`config.mk`:
```
export PLATFORM = sky130hd
export DESIGN_NAME = mesh_injector
export DESIGN_NICKNAME = d
export VERILOG_FILES = /design/src/rtl/mesh_injector.sv
export SDC_FILE = /design/constraint.sdc
export NUM_CORES = 1
export LEC_CHECK = 0
export ABC_CLOCK_PERIOD_IN_PS = 6650
export CAP_MARGIN = 20
export CORE_MARGIN = 2
export CORE_UTILIZATION = 40
export CTS_BUF_LIST = sky130_fd_sc_hd__clkbuf_2
export DETAILED_ROUTE_END_ITERATION = 10
export GPL_TIMING_DRIVEN = 0
export PLACE_DENSITY = 0.77
export SLEW_MARGIN = 20
export SYNTH_ARGS = -nofsm -noshare
export SYNTH_HDL_FRONTEND = slang
export SYNTH_SLANG_ARGS = --single-unit
```
`constraint.sdc`:
```
create_clock -name clk -period 6.65 [get_ports clk]
set_clock_uncertainty 0.05 [all_clocks]
set_input_delay 1.995 -clock clk [delete_from_list [all_inputs] [get_ports clk]]
set_output_delay 1.995 -clock clk [all_outputs]
set_load 0.02 [all_outputs]
```
`src/rtl/mesh_injector.sv`:
```
// mesh_injector: local flit injection queue for a 2D-mesh router input stage.
// Incoming channel flits pass through one register stage with their routing
// direction attached. Locally injected flits are queued, then either ejected
// (destined here) or slotted into an idle channel chosen round-robin.
// Optional feature macro: MESH_INJECTOR_STARVE_EN (head-of-queue starvation flag).
module mesh_injector #(
  parameter int COORD_W    = 3,
  parameter int NODE_X     = 4,
  parameter int NODE_Y     = 4,
  parameter int DEPTH      = 4,
  parameter int PAYLOAD_W  = 8,
  parameter int STARVE_LIM = 8
) (
  input  logic                       clk,
  input  logic                       rst_n,
  input  logic                       inj_valid,
  output logic                       inj_ready,
  input  logic [2*COORD_W-1:0]       inj_dst,
  input  logic [PAYLOAD_W-1:0]       inj_data,
  input  logic [3:0]                 in_valid,
  input  logic [4*2*COORD_W-1:0]     in_dst,
  input  logic [4*PAYLOAD_W-1:0]     in_data,
  output logic [3:0]                 out_valid,
  output logic [4*2*COORD_W-1:0]     out_dst,
  output logic [4*PAYLOAD_W-1:0]     out_data,
  output logic [4*5-1:0]             out_dir,
  output logic                       ej_valid,
  output logic [PAYLOAD_W-1:0]       ej_data,
  output logic                       inj_starve
);

  localparam int AW = 2 * COORD_W;
  localparam int PW = $clog2(DEPTH);
  localparam int EW = AW + PAYLOAD_W;
  localparam logic [COORD_W-1:0] NX = COORD_W'(NODE_X);
  localparam logic [COORD_W-1:0] NY = COORD_W'(NODE_Y);
  localparam logic [AW-1:0] LOCAL_ADDR = {NY, NX};
  localparam logic [PW:0] FULL_CNT = (PW + 1)'(DEPTH);

  // Dimension-order routing: resolve column first, then row, else local.
  function automatic logic [4:0] route_dir(input logic [AW-1:0] dst);
    logic [COORD_W-1:0] row;
    logic [COORD_W-1:0] col;
    row = dst[AW-1:COORD_W];
    col = dst[COORD_W-1:0];
    if (col > NX)      route_dir = 5'b00001;
    else if (col < NX) route_dir = 5'b00010;
    else if (row > NY) route_dir = 5'b00100;
    else if (row < NY) route_dir = 5'b01000;
    else               route_dir = 5'b10000;
  endfunction

  logic [EW-1:0]    mem [DEPTH];
  logic [PW-1:0]    wr_ptr;
  logic [PW-1:0]    rd_ptr;
  logic [PW:0]      count;
  logic [1:0]       rr_ptr;
  logic             full;
  logic             empty;
  logic             push;
  logic             pop;
  logic             eject;
  logic             inject;
  logic [1:0]       sel;
  logic [1:0]       idx;
  logic [EW-1:0]    head;
  logic [AW-1:0]    head_dst;
  logic [PAYLOAD_W-1:0] head_data;

  assign full      = (count == FULL_CNT);
  assign empty     = (count == '0);
  assign inj_ready = rst_n & ~full;
  assign push      = inj_valid & inj_ready;
  assign head      = mem[rd_ptr];
  assign head_dst  = head[EW-1:PAYLOAD_W];
  assign head_data = head[PAYLOAD_W-1:0];

  // Head disposition: eject if addressed here, else first idle channel from rr_ptr.
  always_comb begin
    pop    = 1'b0;
    eject  = 1'b0;
    inject = 1'b0;
    sel    = 2'd0;
    idx    = 2'd0;
    if (!empty) begin
      if (head_dst == LOCAL_ADDR) begin
        pop   = 1'b1;
        eject = 1'b1;
      end else begin
        for (int k = 0; k < 4; k++) begin
          idx = rr_ptr + 2'(k);
          if (!inject && !in_valid[idx]) begin
            inject = 1'b1;
            sel    = idx;
          end else begin
            inject = inject;
          end
        end
        pop = inject;
      end
    end else begin
      pop = 1'b0;
    end
  end

  // Queue storage; contents are don't-care while pointers say empty.
  always_ff @(posedge clk) begin
    if (push) mem[wr_ptr] <= {inj_dst, inj_data};
  end

  // Queue pointers and occupancy; simultaneous push/pop leaves occupancy unchanged.
  always_ff @(posedge clk or negedge rst_n) begin
    if (!rst_n) begin
      wr_ptr <= '0;
      rd_ptr <= '0;
      count  <= '0;
    end else begin
      if (push) wr_ptr <= wr_ptr + PW'(1);
      if (pop)  rd_ptr <= rd_ptr + PW'(1);
      case ({push, pop})
        2'b10:   count <= count + (PW + 1)'(1);
        2'b01:   count <= count - (PW + 1)'(1);
        default: count <= count;
      endcase
    end
  end

  // Output stage: channel passthrough has priority, injected head fills an idle slot.
  always_ff @(posedge clk or negedge rst_n) begin
    if (!rst_n) begin
      out_valid <= 4'b0000;
      out_dst   <= '0;
      out_data  <= '0;
      out_dir   <= '0;
      ej_valid  <= 1'b0;
      ej_data   <= '0;
      rr_ptr    <= 2'd0;
    end else begin
      for (int i = 0; i < 4; i++) begin
        if (in_valid[i]) begin
          out_valid[i]                     <= 1'b1;
          out_dst[i*AW +: AW]              <= in_dst[i*AW +: AW];
          out_data[i*PAYLOAD_W +: PAYLOAD_W] <= in_data[i*PAYLOAD_W +: PAYLOAD_W];
          out_dir[i*5 +: 5]                <= route_dir(in_dst[i*AW +: AW]);
        end else if (inject && (sel == 2'(i))) begin
          out_valid[i]                     <= 1'b1;
          out_dst[i*AW +: AW]              <= head_dst;
          out_data[i*PAYLOAD_W +: PAYLOAD_W] <= head_data;
          out_dir[i*5 +: 5]                <= route_dir(head_dst);
        end else begin
          out_valid[i]                     <= 1'b0;
          out_dst[i*AW +: AW]              <= '0;
          out_data[i*PAYLOAD_W +: PAYLOAD_W] <= '0;
          out_dir[i*5 +: 5]                <= 5'b00000;
        end
      end
      ej_valid <= eject;
      ej_data  <= eject ? head_data : '0;
      rr_ptr   <= inject ? (sel + 2'd1) : rr_ptr;
    end
  end

`ifdef MESH_INJECTOR_STARVE_EN
  logic [7:0] starve_cnt;
  logic [7:0] starve_cnt_next;

  // Consecutive non-empty cycles without a pop, saturating at 255.
  always_comb begin
    starve_cnt_next = starve_cnt;
    if (empty || pop)               starve_cnt_next = 8'd0;
    else if (starve_cnt != 8'hFF)   starve_cnt_next = starve_cnt + 8'd1;
    else                            starve_cnt_next = starve_cnt;
  end

  // Counter and flag registers; flag tracks the updated count.
  always_ff @(posedge clk or negedge rst_n) begin
    if (!rst_n) begin
      starve_cnt <= 8'd0;
      inj_starve <= 1'b0;
    end else begin
      starve_cnt <= starve_cnt_next;
      inj_starve <= (starve_cnt_next >= 8'(STARVE_LIM));
    end
  end
`else
  assign inj_starve = 1'b0;
`endif

endmodule

```
==> run_results.csv, run 1 <==
group,metric,value,unit
status,outcome,"finished clean",
power_and_ir_drop,combPwrFrac,39.7,%
global_route,grt_first_pass_wirelength,23300,um
drt,wl_per_cell,19.6,um
place,dp_hpwl,11100,um
sta,fin_crit_sh,82.0,%
critical_path,worstSetupEndpointType,"output port",
critical_path,cp_max_fo,31,
cells_and_area,layout_commonest_cell,"clkdlybuf4s50_1",
synthesis,syn_inst,389,
critical_path,crit_chain,"buf_6 > inv_1 > a31oi_1 > clkdlybuf4s50_1",
critical_path,path_buf_inv,3,
place,gp_congestion,0.848,
cells_and_area,seq_area,4130,um2
drt,ant_nets,0,
clock_network,ctsHoldBuffers,0,
sta,period_needed,5.45,ns
power_and_ir_drop,switching_power,1.06,mW
floorplan,die_x,126,um
critical_path,cp_slowest_cell,"clkdlybuf4s50_1",
clock_network,clkTransAtPathRegs,0.21,ns
sta,max_slew_margin,36.8,%
power_and_ir_drop,internal_power,1.83,mW
clock_network,post-cts-setup-buffers,0,
place,dp.cells,740,
global_route,grt_overflow_total,0,
power_and_ir_drop,power.density,358,nW/um2
synthesis,synth-edff-count,56,
global_route,grt_max_degree,70,
critical_path,path_delay_family,"buffers and inverters",
power_and_ir_drop,power_frac_seq,42.6,%
clock_network,clk_latency,0.69,ns
sta,hold_viol,0,
power_and_ir_drop,clockPowerShare,17.6,%
critical_path,max_stage_delay,0.70,ns
floorplan,core,14500,um2
floorplan,initial_utilization,40.9,%
cells_and_area,fin_cells,772,
drt,vias,4161,
synthesis,synthDistinctLibCells,46,
place,port_buffers,166,
cells_and_area,layout_common_cells,"165 x clkdlybuf4s50_1, 98 x dfrtp_1, 56 x edfxtp_1",
clock_network,cts_made_buffers,17,
global_route,grt_usage,19.3,%
critical_path,critical_path_class,"input pin to output port",
critical_path,critPathArrivalTime,3.41,ns
cells_and_area,syn_to_final_growth,36.5,%
synthesis,ys_seq_area_share,69.9,%
power_and_ir_drop,total_power,2.89,mW
synthesis,avgSynthCellArea,15.2,um2
drt,routed_wl,15100,um
cells_and_area,diodes,0,
synthesis,synth_warnings,0,
clock_network,cts.sinks,154,
cells_and_area,fillers,1154,
clock_network,cts_tree,"yes",
cells_and_area,nNetsFinal,660,
critical_path,crit_required,4.61,ns
sta,max_clock_freq,183,MHz
clock_network,ctsResizeCount,0,
floorplan,dieArea,15800,um2
floorplan,die_y,126,um
sta,finalSetupViolations,0,
clock_network,htreeDepth,4,
sta,grt_setup_unrepaired,"no",
sta,fin_tns_setup,0,ns
cells_and_area,multi_input_area,1640,um2
drt,routed_via_density,5.39,
clock_network,root_buffer,"clkbuf_2",
power_and_ir_drop,switching_share,36.7,%
worst_hold_path,holdCritPathClass,"register to register",
synthesis,synth-main-ff-cell,"dfrtp_1",
sta,maxSlewViolCount,0,
flow_run,maxCapViolations,0,
synthesis,synthArstFlopShare,63.6,%
critical_path,critPathLaunchType,"input pin",
floorplan,io_pins,168,
cells_and_area,drive_gt1_share,10.5,%
global_route,grt_antenna_before_repair,0,
clock_network,clk_path_buf_depth,2,
drt,drtPass1Iterations,5,
drt,drc,0,
power_and_ir_drop,power.leakage,3.26,nW
drt,drtIter0Drc,315,
synthesis,netlist_area,5920,um2
synthesis,syn-num-nets,474,
power_and_ir_drop,vdd_drop_max,0.124,mV
sta,worstMarginPinSlew,0.938,ns
global_route,first_global_vias,4404,
floorplan,num_rows,44,
synthesis,synth-seq-cells,154,
==> cell type report <==
cell class,count,area share [%]
tap,184,2.85
clock buffer,18,1.12
buffer,19,1.16
timing repair buffer,167,20.9
inverter,14,0.651
sequential,154,51.2
multi-input combinational,202,20.3
clock inverter,14,1.81
==> power by group through the flow <==
stage               Sequential, mW  Clock, mW  Combinational [mW]
global placement              1.25          0                1.13
floorplan                     1.37          0               0.527
global route                  1.25      0.562                1.23
CTS                           1.23      0.525                1.16
finish                        1.23      0.510                1.15
detailed placement            1.25          0                1.15
==> cells by family after synthesis <==
logic type               after synthesis  synth area share [%]
adder cells (fa/ha/maj)                8                  1.82
AO/OA/AOI/OAI                         89                  11.6
buffers and inverters                 33                  2.47
multiplexers                          15                  5.50
AND/OR/NAND/NOR                       83                  7.80
flip-flops                           154                  69.9
other                                  1                0.0634
XOR/XNOR                               6                 0.888
==> per-layer routing <==
metal | vias to the layer above | track usage (%) | part of all wire (%)
li1 | 1855 | - | -
met1 | 2086 | 23.2 | 39
met2 | 196 | 32.7 | 51
met3 | 24 | 6.33 | 8.1
met4 | 0 | 6.99 | 2.0
met5 | - | 0 | 0
==> state kept, by name, summed over array words and instances (netlist names) <==
register   flops
count          3
ej_valid       1
out_data      32
out_dst       24
mem           56
ej_data        8
rd_ptr         2
out_dir       20
out_valid      4
rr_ptr         2
wr_ptr         2
==> metrics by stage <==
step           instance area [um2]  worst slack, ns  hold slack (ns)  util (%)
2_1_floorplan                 5920             2.10            0.426         -
3_3_place_gp                  7810            -2.18            0.443      53.9
3_5_place_dp                  7840             1.21            0.476      54.1
4_1_cts                       8070             1.18            0.502      55.8
5_1_grt                       8070             1.09            0.511      55.8
6_report                      8070             1.20            0.514      55.8
==> Yosys cell counts, drive strengths merged, types with 2 or more instances <==
cell type  count  area share (%)
ha             7             1.5
a21oi          2            0.17
nor2b          2            0.21
dfrtp         98              41
and3          14             1.5
buf            9            0.95
nand3         14             1.2
nor3           5            0.42
a32o          11             1.9
nand2         17             1.1
o22ai         16             1.7
nor2          13            0.91
edfxtp        56              28
mux4          14             5.3
a22o          38             5.6
xnor2          3            0.44
nand2b         2            0.21
inv           14            0.89
or2            2            0.21
o21ai         14             1.2
and2           4            0.47
xor2           3            0.44
nand4          4            0.42
clkbuf        10            0.63
==> path summary, 6_finish.rpt <==
path	startpoint	to	slack (ns)	cells past startpoint
max in group asynchronous	rst_n	out_data[4]	4.83	2
worst min-delay path	count[2]	count[2]	0.51	1
min in group asynchronous	rst_n	count[1]	1.08	1
worst min register to register	count[2]	count[2]	0.51	1
worst max register to register	rd_ptr[0]	out_data[17]	3.20	11
worst max-delay path	rst_n	inj_ready	1.20	4
Note: power is estimated with default switching activity, not from simulation.
==> run 2, diff against run 1 <==
--- a/config.mk
+++ b/config.mk
@@ -5,7 +5,7 @@
 export SDC_FILE = /design/constraint.sdc
 export NUM_CORES = 1
 export LEC_CHECK = 0
-export ABC_CLOCK_PERIOD_IN_PS = 6650
+export ABC_CLOCK_PERIOD_IN_PS = 5130
 export CAP_MARGIN = 20
 export CORE_MARGIN = 2
 export CORE_UTILIZATION = 40
==> constraint.sdc (replaced) <==
create_clock -name clk -period 5.13 [get_ports clk]
set_clock_uncertainty 0.05 [all_clocks]
set_input_delay 1.539 -clock clk [delete_from_list [all_inputs] [get_ports clk]]
set_output_delay 1.539 -clock clk [all_outputs]
set_load 0.02 [all_outputs]
==> results of run 2 <==
Same layout as run 1 (identical final DEF). Status: finished clean.
Main changes from that run: setup slack after placement 1.21 ns -> 0.598 ns; setup slack after layout 1.20 ns -> 0.589 ns; register-to-register setup slack 3.20 ns -> 1.68 ns; total power 2.89 mW -> 3.75 mW; worst IR drop on VDD 0.124 mV -> 0.161 mV
==> run 3, diff against run 2 <==
--- a/config.mk
+++ b/config.mk
@@ -5,6 +5,7 @@
 export SDC_FILE = /design/constraint.sdc
 export NUM_CORES = 1
 export LEC_CHECK = 0
+export ABC_AREA = 1
 export ABC_CLOCK_PERIOD_IN_PS = 5130
 export CAP_MARGIN = 20
 export CORE_MARGIN = 2
@@ -12,7 +13,7 @@
 export CTS_BUF_LIST = sky130_fd_sc_hd__clkbuf_2
 export DETAILED_ROUTE_END_ITERATION = 10
 export GPL_TIMING_DRIVEN = 0
-export PLACE_DENSITY = 0.77
+export PLACE_DENSITY = 0.75
 export SLEW_MARGIN = 20
 export SYNTH_ARGS = -nofsm -noshare
 export SYNTH_HDL_FRONTEND = slang
==> run_results.csv, run 3 <==
group,metric,value,unit
critical_path,path_delay_family,"buffers and inverters",
clock_network,cts_tree,"yes",
synthesis,synth_fa_ha_area_share,1.63,%
critical_path,crit_chain,"buf_6 > buf_16 > inv_1 > a31oi_1 > clkdlybuf4s50_1",
drt,drtIter0Drc,484,
power_and_ir_drop,switching_share,45.3,%
clock_network,clk_latency,0.76,ns
synthesis,synth_xor_area_share,0.531,%
power_and_ir_drop,total_power,5.39,mW
clock_network,post-cts-setup-buffers,0,
cells_and_area,layout_common_cells,"229 x nand2_1, 161 x clkdlybuf4s50_1, 98 x dfrtp_1",
clock_network,cts.sinks,154,
sta,max_slew_margin,21.5,%
synthesis,ys_seq_area_share,62.7,%
drt,drtPass1Iterations,5,
cells_and_area,layout_commonest_cell,"nand2_1",
cells_and_area,largest_register,"mem",
sta,finalSetupViolations,0,
floorplan,dieArea,17500,um2
critical_path,critical_path_class,"input pin to output port",
power_and_ir_drop,power.density,611,nW/um2
synthesis,synthTopCellsByArea,"dfrtp_1 37%, edfxtp_1 25%, nand2_1 13%",
flow_run,maxCapViolations,0,
synthesis,synth-seq-cells,154,
drt,routed_wl,18800,um
power_and_ir_drop,power_frac_seq,31.4,%
power_and_ir_drop,vdd_drop_max,0.301,mV
global_route,grt_antenna_before_repair,0,
clock_network,clkTransAtPathRegs,0.22,ns
status,outcome,"finished clean",
clock_network,ctsResizeCount,0,
critical_path,worstReg2RegEnd,"count[2]",
critical_path,crit_required,3.54,ns
critical_path,path_buf_inv,4,
place,dp.cells,1054,
global_route,grt_first_pass_wirelength,29300,um
synthesis,syn-num-nets,760,
synthesis,synth_top_cell_by_area,"dfrtp_1",
clock_network,htreeDepth,4,
cells_and_area,largest_reg_flops,56,
critical_path,critPathLaunchType,"input pin",
sta,fin_crit_sh,92.1,%
cells_and_area,syn_to_final_growth,33.8,%
critical_path,r2r_cells,14,
floorplan,num_rows,46,
floorplan,die_x,132,um
worst_hold_path,hp-start,"count[0]",
sta,hold_viol,0,
synthesis,yosys.area_share.simple,25.0,%
synthesis,netlist_area,6600,um2
synthesis,synth_mux_area_share,0,%
power_and_ir_drop,internal_power,2.95,mW
place,pre_cts_ws,0.391,ns
cells_and_area,fin_cells,1086,
global_route,grt_usage,22.3,%
clock_network,cts_made_buffers,17,
place,dp_hpwl,13300,um
power_and_ir_drop,clockPowerShare,15.1,%
sta,period_needed,4.72,ns
critical_path,critPathArrivalTime,3.14,ns
drt,drc,0,
power_and_ir_drop,combPwrFrac,53.5,%
sta,holdWs,0.479,ns
drt,ant_nets,0,
synthesis,synth-main-ff-cell,"dfrtp_1",
synthesis,synthArstFlopShare,63.6,%
sta,worstMarginPinSlew,1.18,ns
floorplan,initial_utilization,41.2,%
clock_network,ctsHoldBuffers,0,
synthesis,synth-compound-area-share,3.87,%
sta,max_clock_freq,212,MHz
critical_path,reg2reg_from,"rd_ptr[0]",
worst_hold_path,holdPathStages,1,
sta,setup_slack,0.406,ns
drt,vias,5357,
synthesis,synth_top_area_share,37.2,%
floorplan,io_pins,168,
floorplan,die_y,132,um
clock_network,root_buffer,"clkbuf_2",
synthesis,ys_top_cells_by_count,"229 x nand2_1, 98 x dfrtp_1, 93 x nand3_1",
synthesis,synth_top_family_by_area,"simple AND/OR/NAND/NOR gates",
global_route,first_global_vias,5377,
power_and_ir_drop,switching_power,2.44,mW
critical_path,ff2ff_setup_slack,2.15,ns
synthesis,synth_warnings,0,
place,port_buffers,162,
synthesis,synth-edff-count,56,
critical_path,worstSetupEndpointType,"output port",
place,gp_congestion,0.912,
critical_path,cp_slowest_cell,"clkdlybuf4s50_1",
synthesis,avgSynthCellArea,9.77,um2
synthesis,synth.most_common_cell,"nand2_1",
critical_path,cp_max_fo,80,
cells_and_area,diodes,0,
critical_path,max_stage_delay,0.66,ns
drt,wl_per_cell,17.4,um
clock_network,clk_path_buf_depth,2,
cells_and_area,utilization,55.2,%
global_route,grt_overflow_total,0,
worst_hold_path,min_to,"count[0]",
cells_and_area,nNetsFinal,942,
global_route,grt_max_degree,81,
sta,maxSlewViolCount,0,
power_and_ir_drop,power.leakage,4.08,nW
drt,routed_via_density,4.93,
floorplan,core,16000,um2
sta,grt_setup_unrepaired,"no",
cells_and_area,drive_gt1_share,8.74,%
worst_hold_path,holdCritPathClass,"register to register",
synthesis,synthDistinctLibCells,33,
cells_and_area,reg.largest.list,"mem (56), out_data (32), out_dst (24)",
synthesis,syn_inst,675,
-- run 3: cell count changes after synthesis, moves of 16 or more --
cell / delta
a22o_1: -38
inv_1: +41
nand2_1: +212
nand3_1: +79
nor2_1: +16
o22ai_1: -16
-- run 3: layout make-up --
type / count / area (um2)
timing repair buffer: 163 / 1650
clock inverter: 15 / 213
tap: 216 / 270
sequential: 154 / 4130
clock buffer: 17 / 85.1
fill: 1431 / 7170
buffer: 31 / 200
inverter: 57 / 214
multi-input combinational: 433 / 2060
-- run 3: per-stage QoR --
stage,TNS (ns),instance area [um2]
2_1_floorplan,0,6600
3_3_place_gp,-266.48,8490
3_5_place_dp,0,8530
4_1_cts,0,8830
5_1_grt,0,8830
6_report,0,8830
-- run 3: how the worst max path moves through the flow --
stage	start	slack, ns	depth (start not counted)	endpoint
after floorplan	rst_n	1.57	2	inj_ready
after global placement	rst_n	-2.89	4	inj_ready
after detailed placement	rst_n	0.39	5	inj_ready
after CTS	rst_n	0.38	5	inj_ready
after global routing	rst_n	0.25	5	inj_ready
final	rst_n	0.41	5	inj_ready
-- run 3: kinds of logic after synthesis --
logic type,count (synthesis)
AND/OR/NAND/NOR,377
flip-flops,154
buffers and inverters,88
AO/OA/AOI/OAI,43
adder cells (fa/ha/maj),8
XOR/XNOR,4
other,1
-- run 3: power groups by stage --
stage / Sequential [mW] / Clock [mW] / Combinational, mW
5_1_grt: 1.72 / 0.872 / 3.15
3_3_place_gp: 1.72 / 0 / 2.81
3_5_place_dp: 1.72 / 0 / 2.86
2_1_floorplan: 2.01 / 0 / 1.44
6_report: 1.69 / 0.814 / 2.89
4_1_cts: 1.69 / 0.822 / 2.88
-- run 3: routing by layer --
metal	track usage, %	vias up	share of wire, %
met5	0	-	0
met4	9.26	0	3.1
met3	5.86	43	9.0
met1	29.6	2476	42
met2	34.8	270	46
li1	-	2568	-
